<file path="src/rtl/sram_test_pkg.sv">
// Shared types, constants and the test-pattern generator for the Avalon SRAM tester.
package sram_test_pkg;

  typedef enum logic [2:0] {
    S_IDLE,
    S_WRITE,
    S_READ,
    S_DRAIN,
    S_DONE
  } state_e;

  typedef enum logic [1:0] {
    PAT_ADDR        = 2'd0,
    PAT_INV_ADDR    = 2'd1,
    PAT_CHECKER     = 2'd2,
    PAT_INV_CHECKER = 2'd3
  } pattern_e;

  localparam int unsigned MAX_W = 64;

  localparam logic [MAX_W-1:0] CHECKER_EVEN = 64'h5555_5555_5555_5555;
  localparam logic [MAX_W-1:0] CHECKER_ODD  = 64'hAAAA_AAAA_AAAA_AAAA;

  // aw limits ~address to the real address width so wide data words are zero-extended.
  function automatic logic [MAX_W-1:0] expected_data(input logic [MAX_W-1:0] addr,
                                                     input pattern_e pattern,
                                                     input int unsigned aw = MAX_W);
    logic [MAX_W-1:0] mask;
    mask = '1;
    mask = mask >> (MAX_W - aw);
    unique case (pattern)
      PAT_ADDR:        return addr;
      PAT_INV_ADDR:    return ~addr & mask;
      PAT_CHECKER:     return addr[0] ? CHECKER_ODD : CHECKER_EVEN;
      PAT_INV_CHECKER: return addr[0] ? CHECKER_EVEN : CHECKER_ODD;
      default:         return '0;
    endcase
  endfunction

endpackage

</file>
<file path="src/rtl/avalon_sram_tester_if.sv">
// Avalon-MM request/response bundle between the tester (master) and the SRAM controller (slave).
interface avalon_sram_tester_if #(
  parameter int AW = 19,
  parameter int DW = 16
);
  logic            avs_read;
  logic            avs_write;
  logic [AW-1:0]   avs_address;
  logic [DW-1:0]   avs_writedata;
  logic [DW/8-1:0] avs_byteenable;
  logic [DW-1:0]   avs_readdata;

  modport master (
    output avs_read, avs_write, avs_address, avs_writedata, avs_byteenable,
    input  avs_readdata
  );

  modport slave (
    input  avs_read, avs_write, avs_address, avs_writedata, avs_byteenable,
    output avs_readdata
  );
endinterface

</file>
<file path="src/rtl/sram_test_checker.sv">
// Read-latency delay line, read-data comparator, saturating error counter and first-error capture.
module sram_test_checker #(
  parameter int READ_LATENCY = 1,
  parameter int AVS_AW       = 19,
  parameter int AVS_DW       = 16,
  parameter int ERR_W        = 16
) (
  input  logic              clk,
  input  logic              reset_n,
  input  logic              clr_i,
  input  logic              issue_vld_i,
  input  logic [AVS_DW-1:0] issue_exp_i,
  input  logic [AVS_AW-1:0] issue_addr_i,
  input  logic [AVS_DW-1:0] rdata_i,
  output logic [ERR_W-1:0]  err_count_o,
  output logic [AVS_AW-1:0] first_err_addr_o,
  output logic              clean_next_o
);

  logic [READ_LATENCY-1:0] vld_q;
  logic [AVS_DW-1:0]       exp_q [READ_LATENCY];
  logic [AVS_AW-1:0]       adr_q [READ_LATENCY];

  logic [ERR_W-1:0]  err_q, err_d;
  logic [AVS_AW-1:0] first_q, first_d;
  logic              mismatch;

  always_ff @(posedge clk or negedge reset_n) begin
    if (!reset_n) begin
      vld_q <= '0;
      for (int unsigned i = 0; i < READ_LATENCY; i++) begin
        exp_q[i] <= '0;
        adr_q[i] <= '0;
      end
    end else begin
      vld_q[0] <= issue_vld_i;
      exp_q[0] <= issue_exp_i;
      adr_q[0] <= issue_addr_i;
      for (int unsigned i = 1; i < READ_LATENCY; i++) begin
        vld_q[i] <= vld_q[i-1];
        exp_q[i] <= exp_q[i-1];
        adr_q[i] <= adr_q[i-1];
      end
    end
  end

  assign mismatch = vld_q[READ_LATENCY-1] && (rdata_i != exp_q[READ_LATENCY-1]);

  always_comb begin
    err_d   = err_q;
    first_d = first_q;
    if (clr_i) begin
      err_d   = '0;
      first_d = '0;
    end else if (mismatch) begin
      if (err_q != '1) err_d = err_q + ERR_W'(1);
      if (err_q == '0) first_d = adr_q[READ_LATENCY-1];
    end
  end

  always_ff @(posedge clk or negedge reset_n) begin
    if (!reset_n) begin
      err_q   <= '0;
      first_q <= '0;
    end else begin
      err_q   <= err_d;
      first_q <= first_d;
    end
  end

  assign err_count_o      = err_q;
  assign first_err_addr_o = first_q;
  assign clean_next_o     = (err_d == '0);

endmodule

</file>
<file path="src/rtl/avalon_sram_tester.sv">
// Built-in SRAM test master: writes a pattern over [lo..hi], reads it back and reports mismatches.
module avalon_sram_tester
  import sram_test_pkg::*;
#(
  parameter int AVS_AW       = 19,
  parameter int AVS_DW       = 16,
  parameter int READ_LATENCY = 1,
  parameter int ERR_W        = 16
) (
  input  logic                clk,
  input  logic                reset_n,
  input  logic                start,
  input  logic [1:0]          pattern_sel,
  input  logic [AVS_AW-1:0]   addr_lo,
  input  logic [AVS_AW-1:0]   addr_hi,
  avalon_sram_tester_if.master avs,
  output logic                busy,
  output logic                done,
  output logic                pass,
  output logic [ERR_W-1:0]    err_count,
  output logic [AVS_AW-1:0]   first_err_addr
);

  localparam int CNT_W = (READ_LATENCY > 1) ? $clog2(READ_LATENCY) : 1;
  localparam logic [CNT_W-1:0] CNT_LAST = CNT_W'(READ_LATENCY - 1);

  state_e            state_q, state_d;
  logic [AVS_AW-1:0] cur_q, cur_d;
  logic [AVS_AW-1:0] lo_q, lo_d;
  logic [AVS_AW-1:0] hi_q, hi_d;
  pattern_e          pat_q, pat_d;
  logic              read_q, read_d;
  logic              write_q, write_d;
  logic [AVS_DW-1:0] wdata_q, wdata_d;
  logic [CNT_W-1:0]  cnt_q, cnt_d;
  logic              busy_q, busy_d;
  logic              done_q, done_d;
  logic              pass_q, pass_d;
  logic              clr;
  logic              clean_next;

  function automatic logic [AVS_DW-1:0] pattern_word(input logic [AVS_AW-1:0] a,
                                                     input pattern_e p);
    return AVS_DW'(expected_data(MAX_W'(a), p, AVS_AW));
  endfunction

  // Bus flops are loaded with the request for the next cycle, so the
  // current address is what the bus shows and cur==hi ends a phase.
  always_comb begin
    state_d = state_q;
    cur_d   = cur_q;
    lo_d    = lo_q;
    hi_d    = hi_q;
    pat_d   = pat_q;
    read_d  = 1'b0;
    write_d = 1'b0;
    wdata_d = wdata_q;
    cnt_d   = cnt_q;
    done_d  = 1'b0;
    pass_d  = pass_q;
    clr     = 1'b0;
    unique case (state_q)
      S_IDLE: begin
        if (start) begin
          lo_d   = addr_lo;
          hi_d   = addr_hi;
          pat_d  = pattern_e'(pattern_sel);
          clr    = 1'b1;
          pass_d = 1'b0;
          if (addr_hi < addr_lo) begin
            state_d = S_DONE;
            done_d  = 1'b1;
            pass_d  = 1'b1;
          end else begin
            state_d = S_WRITE;
            write_d = 1'b1;
            cur_d   = addr_lo;
            wdata_d = pattern_word(addr_lo, pattern_e'(pattern_sel));
          end
        end
      end
      S_WRITE: begin
        if (cur_q == hi_q) begin
          state_d = S_READ;
          read_d  = 1'b1;
          cur_d   = lo_q;
        end else begin
          write_d = 1'b1;
          cur_d   = cur_q + AVS_AW'(1);
          wdata_d = pattern_word(cur_q + AVS_AW'(1), pat_q);
        end
      end
      S_READ: begin
        if (cur_q == hi_q) begin
          state_d = S_DRAIN;
          cnt_d   = '0;
        end else begin
          read_d = 1'b1;
          cur_d  = cur_q + AVS_AW'(1);
        end
      end
      S_DRAIN: begin
        if (cnt_q == CNT_LAST) begin
          state_d = S_DONE;
          done_d  = 1'b1;
          pass_d  = clean_next;
        end else begin
          cnt_d = cnt_q + CNT_W'(1);
        end
      end
      S_DONE:  state_d = S_IDLE;
      default: state_d = S_IDLE;
    endcase
    busy_d = (state_d != S_IDLE);
  end

  always_ff @(posedge clk or negedge reset_n) begin
    if (!reset_n) begin
      state_q <= S_IDLE;
      cur_q   <= '0;
      lo_q    <= '0;
      hi_q    <= '0;
      pat_q   <= PAT_ADDR;
      read_q  <= 1'b0;
      write_q <= 1'b0;
      wdata_q <= '0;
      cnt_q   <= '0;
      busy_q  <= 1'b0;
      done_q  <= 1'b0;
      pass_q  <= 1'b0;
    end else begin
      state_q <= state_d;
      cur_q   <= cur_d;
      lo_q    <= lo_d;
      hi_q    <= hi_d;
      pat_q   <= pat_d;
      read_q  <= read_d;
      write_q <= write_d;
      wdata_q <= wdata_d;
      cnt_q   <= cnt_d;
      busy_q  <= busy_d;
      done_q  <= done_d;
      pass_q  <= pass_d;
    end
  end

  sram_test_checker #(
    .READ_LATENCY (READ_LATENCY),
    .AVS_AW       (AVS_AW),
    .AVS_DW       (AVS_DW),
    .ERR_W        (ERR_W)
  ) u_checker (
    .clk              (clk),
    .reset_n          (reset_n),
    .clr_i            (clr),
    .issue_vld_i      (read_q),
    .issue_exp_i      (pattern_word(cur_q, pat_q)),
    .issue_addr_i     (cur_q),
    .rdata_i          (avs.avs_readdata),
    .err_count_o      (err_count),
    .first_err_addr_o (first_err_addr),
    .clean_next_o     (clean_next)
  );

  assign avs.avs_read       = read_q;
  assign avs.avs_write      = write_q;
  assign avs.avs_address    = cur_q;
  assign avs.avs_writedata  = wdata_q;
  assign avs.avs_byteenable = '1;

  assign busy = busy_q;
  assign done = done_q;
  assign pass = pass_q;

endmodule

</file>
<file path="src/flat_wrapper.sv">
// flat-port wrapper written by rule: the top's interface ports become plain ports
module avalon_sram_tester_flat import sram_test_pkg::*;
#(
  parameter int AVS_AW       = 19,
  parameter int AVS_DW       = 16,
  parameter int READ_LATENCY = 1,
  parameter int ERR_W        = 16
)
  (clk, reset_n, start, pattern_sel, addr_lo, addr_hi, busy, done, pass, err_count, first_err_addr, avs_avs_read, avs_avs_write, avs_avs_address, avs_avs_writedata, avs_avs_byteenable, avs_avs_readdata);
  avalon_sram_tester_if #(.AW(19), .DW(16)) avs_i ();
  input  logic clk;
  input  logic reset_n;
  input  logic start;
  input  logic [1:0] pattern_sel;
  input  logic [AVS_AW-1:0] addr_lo;
  input  logic [AVS_AW-1:0] addr_hi;
  output logic busy;
  output logic done;
  output logic pass;
  output logic [ERR_W-1:0] err_count;
  output logic [AVS_AW-1:0] first_err_addr;
  output wire logic [$bits(avs_i.avs_read)-1:0] avs_avs_read;
  output wire logic [$bits(avs_i.avs_write)-1:0] avs_avs_write;
  output wire logic [$bits(avs_i.avs_address)-1:0] avs_avs_address;
  output wire logic [$bits(avs_i.avs_writedata)-1:0] avs_avs_writedata;
  output wire logic [$bits(avs_i.avs_byteenable)-1:0] avs_avs_byteenable;
  input wire logic [$bits(avs_i.avs_readdata)-1:0] avs_avs_readdata;
  assign avs_avs_read = avs_i.avs_read;
  assign avs_avs_write = avs_i.avs_write;
  assign avs_avs_address = avs_i.avs_address;
  assign avs_avs_writedata = avs_i.avs_writedata;
  assign avs_avs_byteenable = avs_i.avs_byteenable;
  assign avs_i.avs_readdata = avs_avs_readdata;
  avalon_sram_tester #(.AVS_AW(AVS_AW), .AVS_DW(AVS_DW), .READ_LATENCY(READ_LATENCY), .ERR_W(ERR_W)) u_core (.clk(clk), .reset_n(reset_n), .start(start), .pattern_sel(pattern_sel), .addr_lo(addr_lo), .addr_hi(addr_hi), .avs(avs_i), .busy(busy), .done(done), .pass(pass), .err_count(err_count), .first_err_addr(first_err_addr));
endmodule
</file>
<file path="config.mk">
export PLATFORM = sky130hd
export DESIGN_NAME = avalon_sram_tester_flat
export DESIGN_NICKNAME = d
export VERILOG_FILES = /design/src/rtl/sram_test_pkg.sv /design/src/rtl/avalon_sram_tester_if.sv /design/src/rtl/sram_test_checker.sv /design/src/rtl/avalon_sram_tester.sv /design/src/flat_wrapper.sv
export SDC_FILE = /design/constraint.sdc
export NUM_CORES = 1
export LEC_CHECK = 0
export CAP_MARGIN = 25
export CORE_MARGIN = 10
export CORE_UTILIZATION = 35
export DETAILED_ROUTE_END_ITERATION = 10
export PLACE_DENSITY_LB_ADDON = 0.12
export SLEW_MARGIN = 0
export SYNTH_ARGS = -nofsm -noshare
export SYNTH_HDL_FRONTEND = slang
export SYNTH_SLANG_ARGS = --single-unit
</file>
<file path="constraint.sdc">
create_clock -name clk -period 2.8 [get_ports clk]
set_input_delay 0.56 -clock clk [delete_from_list [all_inputs] [get_ports clk]]
set_output_delay 0.56 -clock clk [all_outputs]
set_load 0.03 [all_outputs]
</file>
Word level (Yosys, flattened, before mapping). Cells that the tools add are included.

Register bits after elaboration: 155. Output and inout bits: 77. Input port bits: 59.

Multiplexer cells: 48. $lt $le $gt $ge: 1. Reductions and logical operators: 19. $add $sub $neg: 3. Equality and inequality tests: 18. Bitwise operators: 3.

Operator list (count): 16-bit 2-to-1 mux (12); 16-bit one-hot mux with 4 select lines (3); 19-bit 2-to-1 mux (7); 19-bit one-hot mux with 3 select lines (1); 16-bit inverter (3); 16-bit zero test (2); 16-bit one-hot mux with 2 select lines (1); 19-bit by 1-bit adder with 19-bit output (second input constant) (1); 19-bit == test (1); 19-bit less-than comparator (1); 16-bit by 1-bit adder with 16-bit output (second input constant) (1); 16-bit inequality test (1); 16-bit inequality test (second input constant) (1); 3-bit 2-to-1 mux (5); 1-bit 2-to-1 mux (13); 3-bit one-hot mux with 4 select lines (1); 2-bit inequality test (second input constant) (5); 1-bit one-hot mux with 2 select lines (5); 2-bit nonzero test (5); 2-bit == test (second input constant) (4); 4-bit AND reduction (2); 3-bit by 2-bit == test with 1-bit output (second input constant) (2); 2-bit AND reduction (3); 3-bit nonzero test (2); 8 further kinds (10).

Longest topological paths before layout.
Depth in word-level cells: 7. Gate-level depth with buffers: 11. Mapped depth without buffers: 10.

Hierarchy. Synthesis repeated with hierarchy kept, for this count alone.

Cells, all modules: 869. Area, all modules: 8821.0 µm².

Modules (own cells, without submodules): avalon_sram_tester (cells each 614, area each 5788.1 µm², instances 1); sram_test_checker (cells each 255, area each 3032.9 µm², instances 1).

Worst setup path before layout. Ideal clock, no wire load.

Path type: input to register. From: input port addr_lo[8]. To: register u_core.cur_q[10], in the netlist u_core.avs.avs_address[10]. Cell stages on the path: 10. Setup time: 0.125 ns. Arrival time: 2.631 ns. Buffers on the path: 1. Slack: 0.044 ns. Path through: inv_1 ha_1 a21o_1 a21o_1 a21oi_1 o21ai_0 a211o_2 a221oi_2 buf_4 mux2_2.

Longest elaborated chain between the ends: 3.

Ends and longest elaborated chain: start: declaration (line flat_wrapper.sv:15) `input logic [AVS_AW-1:0] addr_lo;`; 19-bit less-than comparator (line avalon_sram_tester.sv:70) `if (addr_hi < addr_lo) begin`; 2-bit inequality test (no line); 4-bit AND reduction (no line); end signal: assignment (line avalon_sram_tester.sv:133) `cur_q <= cur_d;`; end: declaration (line avalon_sram_tester.sv:28) `logic [AVS_AW-1:0] cur_q, cur_d;`.

No other way between the ends. A chain may end at the register's enable or synchronous reset.

Worst setup path in the final report.
From: input port addr_hi[12]. To: register u_core.cur_q[8], in the netlist u_core.avs.avs_address[8].

Longest elaborated chain between the ends: 3.

Ends and longest elaborated chain: start: declaration (line flat_wrapper.sv:16) `input logic [AVS_AW-1:0] addr_hi;`; 19-bit less-than comparator (line avalon_sram_tester.sv:70); 2-bit inequality test (no line); 4-bit AND reduction (no line).

No other way between the ends.

==> reports/metrics.yaml <==
clocking:
  insertion_delay_ns: 0.43
  root_buffer: "clkbuf_16"
  htreeDepth: 4
  clk_pin_slew_worst_paths_ns: 0.07
  numCtsBuffers: 17
  cts_tree: "yes"
  clock-sinks: 154
  cts_buffer_depth: 2
pwr:
  worst_ir_drop_vdd_mv: 0.4487
  total_power_w: 0.01153
  sequentialPowerShare_pct: 32.0
  p_sw_w: 0.004853
  p_sw_share_pct: 42.11
  power_frac_comb_pct: 48.1
  powerDensity_nw_per_um2: 993.6
  intPower_w: 0.006672
  p_clk_share_pct: 19.9
  p_leak_nw: 5.434
grt:
  grt_pass1_vias: 7214
  grt_max_degree: 62
  grt_pass1_wl_um: 42660
  grt_overflow: 0
  antenna_found_initial: 0
  track_usage_pct: 17.77
final_layout:
  areaGrowthSynthToFinish_pct: 37.92
  final_cell_area_um2: 11600
  multi_input_area_um2: 4265
  insertedDiodeCount: 0
  drive_gt1_share_pct: 18.17
  nets: 1206
  final_core_util_pct: 49.27
  regArea_um2: 3854
  most-common-layout-cells: "154 x dfrtp_1, 125 x clkdlybuf4s50_1, 123 x buf_4, 120 x nand2_1, 99 x o21ai_0"
  fillCellCount: 2260
  layout_commonest_cell: "dfrtp_1"
detailed_routing:
  drt_iter0_drc: 540
  first_pass_iters: 6
  wl_per_cell_um: 18.77
  antenna_left: 0
  drt-total-wl_um: 27360
  avgViaCountPerCell: 4.931
  drcViolationCount: 0
  vias: 7189
floorplan:
  die_h_um: 175.0
  core_um2: 23540
  fp-row-count: 56
  pin_count: 136
  start_util_pct: 35.72
  dieWidth_um: 175.0
  dieArea_um2: 30630
critical_path:
  slowest_delay_ns: 0.59
  crit_family: "compound AO/OA/AOI/OAI gates"
  cp_max_fo: 5
  path_cells: "clkdlybuf4s50_1 > ha_4 > a21oi_2 > nor2_1 > a211oi_2 > o21ai_1 > a211o_2 > a221oi_4 > buf_6 > mux2_2"
  arrival_ns: 3.04
  critPathLaunchType: "input pin"
  crit_type: "input pin to flip-flop"
  cp.required_ns: 3.11
  path_buf_inv: 2
  cpMaxStageDelayCell: "clkdlybuf4s50_1"
  crit_path_end_kind: "flip-flop"
logic_synthesis:
  yosysWarningCount: 0
  yosysSeqAreaShare_pct: 45.82
  synth_edf_count: 0
  synth_flop_cell: "dfrtp_1"
  async_reset_ff_share_pct: 100.0
  synth_area_per_cell_um2: 9.355
  netlist_instances: 899
  ys_ff_latch: 154
  yosysUniqueCellTypes: 59
  synthesis.area_um2: 8411
hold_path:
  min_path_type: "input pin to async pin"
timing:
  hold_violations: 0
  rsz0062_at_grt: "false"
  maxSlewViolCount: 0
  worst_pin_slew_ns: 0.6583
  period_minus_slack_ns: 2.731
  hold_ws_ns: 0.07760
  finClkSkew_ns: 0.01179
  finalCritPeriodShare_pct: 97.53
  fmax_mhz: 366.2
  fin_ws_ns: 0.06923
  setup_violations: 0
  relSlewSlack_pct: 56.01
placement:
  gp_congestion: 0.8862
  dpl_cell_area_um2: 10860
  portBuffers: 133
  dpl.hpwl_um: 20730
  dpl_worst_slack_ns: -0.5631
status:
  status: "complete, no violations"
job:
  maxCapViolations: 0
## path summary, 6_finish.rpt
kind / from / end / slack (ns) / cells past startpoint
worst max register to register: u_core.u_checker.err_count_o[0]$_DFF_PN0_ / u_core.pass$_DFFE_PN0P_ / 0.17 / 9
worst max-delay path: addr_hi[12] / u_core.avs.avs_address[8]$_DFFE_PN0P_ / 0.07 / 10
max in group asynchronous: reset_n / u_core.u_checker.err_count_o[6]$_DFF_PN0_ / 2.00 / 2
min in group clk: u_core.avs.avs_read$_DFF_PN0_ / u_core.u_checker.vld_q$_DFF_PN0_ / 0.37 / 0
worst min register to register: u_core.avs.avs_read$_DFF_PN0_ / u_core.u_checker.vld_q$_DFF_PN0_ / 0.37 / 0
worst min-delay path: reset_n / u_core.u_checker.first_err_addr_o[18]$_DFFE_PN0P_ / 0.08 / 1
## cell families after synthesis
logic type,share of synthesized area [%]
fa+ha+maj,3.124
xor+xnor,11.56
mux,5.832
flops,45.82
other cells,0.04459
buf+inv,5.058
simple gates,15.81
compound gates,12.75
## layer usage
| layer | up-vias | share of wire, % | global-route usage (%) |
|---|---|---|---|
| met5 | - | 0 | 0 |
| met4 | 0 | 1.4 | 4.592 |
| met1 | 3421 | 47 | 23.88 |
| met2 | 226 | 46 | 28.24 |
| met3 | 28 | 5.9 | 3.988 |
| li1 | 3514 | - | - |
## flip-flops by register name, summed over array words and instances (netlist names), 2 cells and up
| register | flops |
|---|---|
| u_core.avs.avs_address | 19 |
| u_core.avs.avs_writedata | 16 |
| u_core.hi_q | 19 |
| u_core.lo_q | 19 |
| u_core.pat_q | 2 |
| u_core.state_q | 3 |
| u_core.u_checker.adr_q | 19 |
| u_core.u_checker.err_count_o | 16 |
| u_core.u_checker.exp_q | 16 |
| u_core.u_checker.first_err_addr_o | 19 |
## power by group through the flow
stage | Sequential (W) | Combinational, W | Clock, W
4_1_cts | 0.00368 | 0.00552 | 0.00234
2_1_floorplan | 0.00412 | 0.00273 | 0
5_1_grt | 0.00378 | 0.00602 | 0.00243
3_5_place_dp | 0.00372 | 0.00541 | 0
3_3_place_gp | 0.00372 | 0.00538 | 0
6_report | 0.00369 | 0.00554 | 0.00230
## metrics by stage
stage                     TNS [ns]  std cells
after detailed placement    -18.26       1422
after global placement      -17.61       1422
final                            0       1458
after floorplan                  0        900
after CTS                        0       1458
after global routing             0       1458
## worst register-to-register path, stage by stage, from the launching register on
cell and delay [ns]:
dfrtp_1 0.36, ha_1 0.22, nand4_2 0.16, or4_4 0.59
nand2_1 0.23, or4_4 0.18, mux2i_1 0.28, a211oi_2 0.11
o2111a_1 0.16, o221a_1 0.22
## cells in the mapped netlist, types with 3 or more instances
cell | instances | area share, %
mux2_2 | 8 | 1.1
buf_2 | 7 | 0.42
xnor2_1 | 68 | 7.1
clkbuf_1 | 33 | 1.5
nor2b_1 | 3 | 0.22
o21ai_0 | 103 | 6.1
buf_6 | 5 | 0.67
ha_1 | 21 | 3.1
a22oi_1 | 17 | 1.5
a31oi_1 | 3 | 0.22
a211oi_1 | 3 | 0.27
and2_1 | 7 | 0.52
a21o_1 | 4 | 0.36
dfrtp_1 | 154 | 46
and3_1 | 4 | 0.30
nor4_1 | 10 | 0.74
nand3_1 | 10 | 0.60
buf_1 | 3 | 0.13
xor2_1 | 43 | 4.5
buf_4 | 7 | 0.62
nor2_1 | 78 | 3.5
nand4_1 | 19 | 1.4
nand2_1 | 121 | 5.4
or4_1 | 3 | 0.27
mux2i_1 | 40 | 4.8
a21oi_1 | 35 | 2.1
nor3_1 | 9 | 0.54
inv_1 | 39 | 1.7
nor3b_1 | 3 | 0.27
## repair_timing
item	in CTS	in global routing
buffers inserted	3	0
hold buffers	0	0
resized for setup	12	25
pin swaps	3	5
setup endpoints to repair	29	37
cloned	1	0
## cell type report
type	count	area share, %
multi-input cells	652	36.77
flip-flops and latches	154	33.22
repair buffers	262	20.38
clock buffers	20	3.851
well taps	319	3.441
inverters	39	1.262
clock inverters	12	1.079
Note: power is estimated with default switching activity, not from simulation.
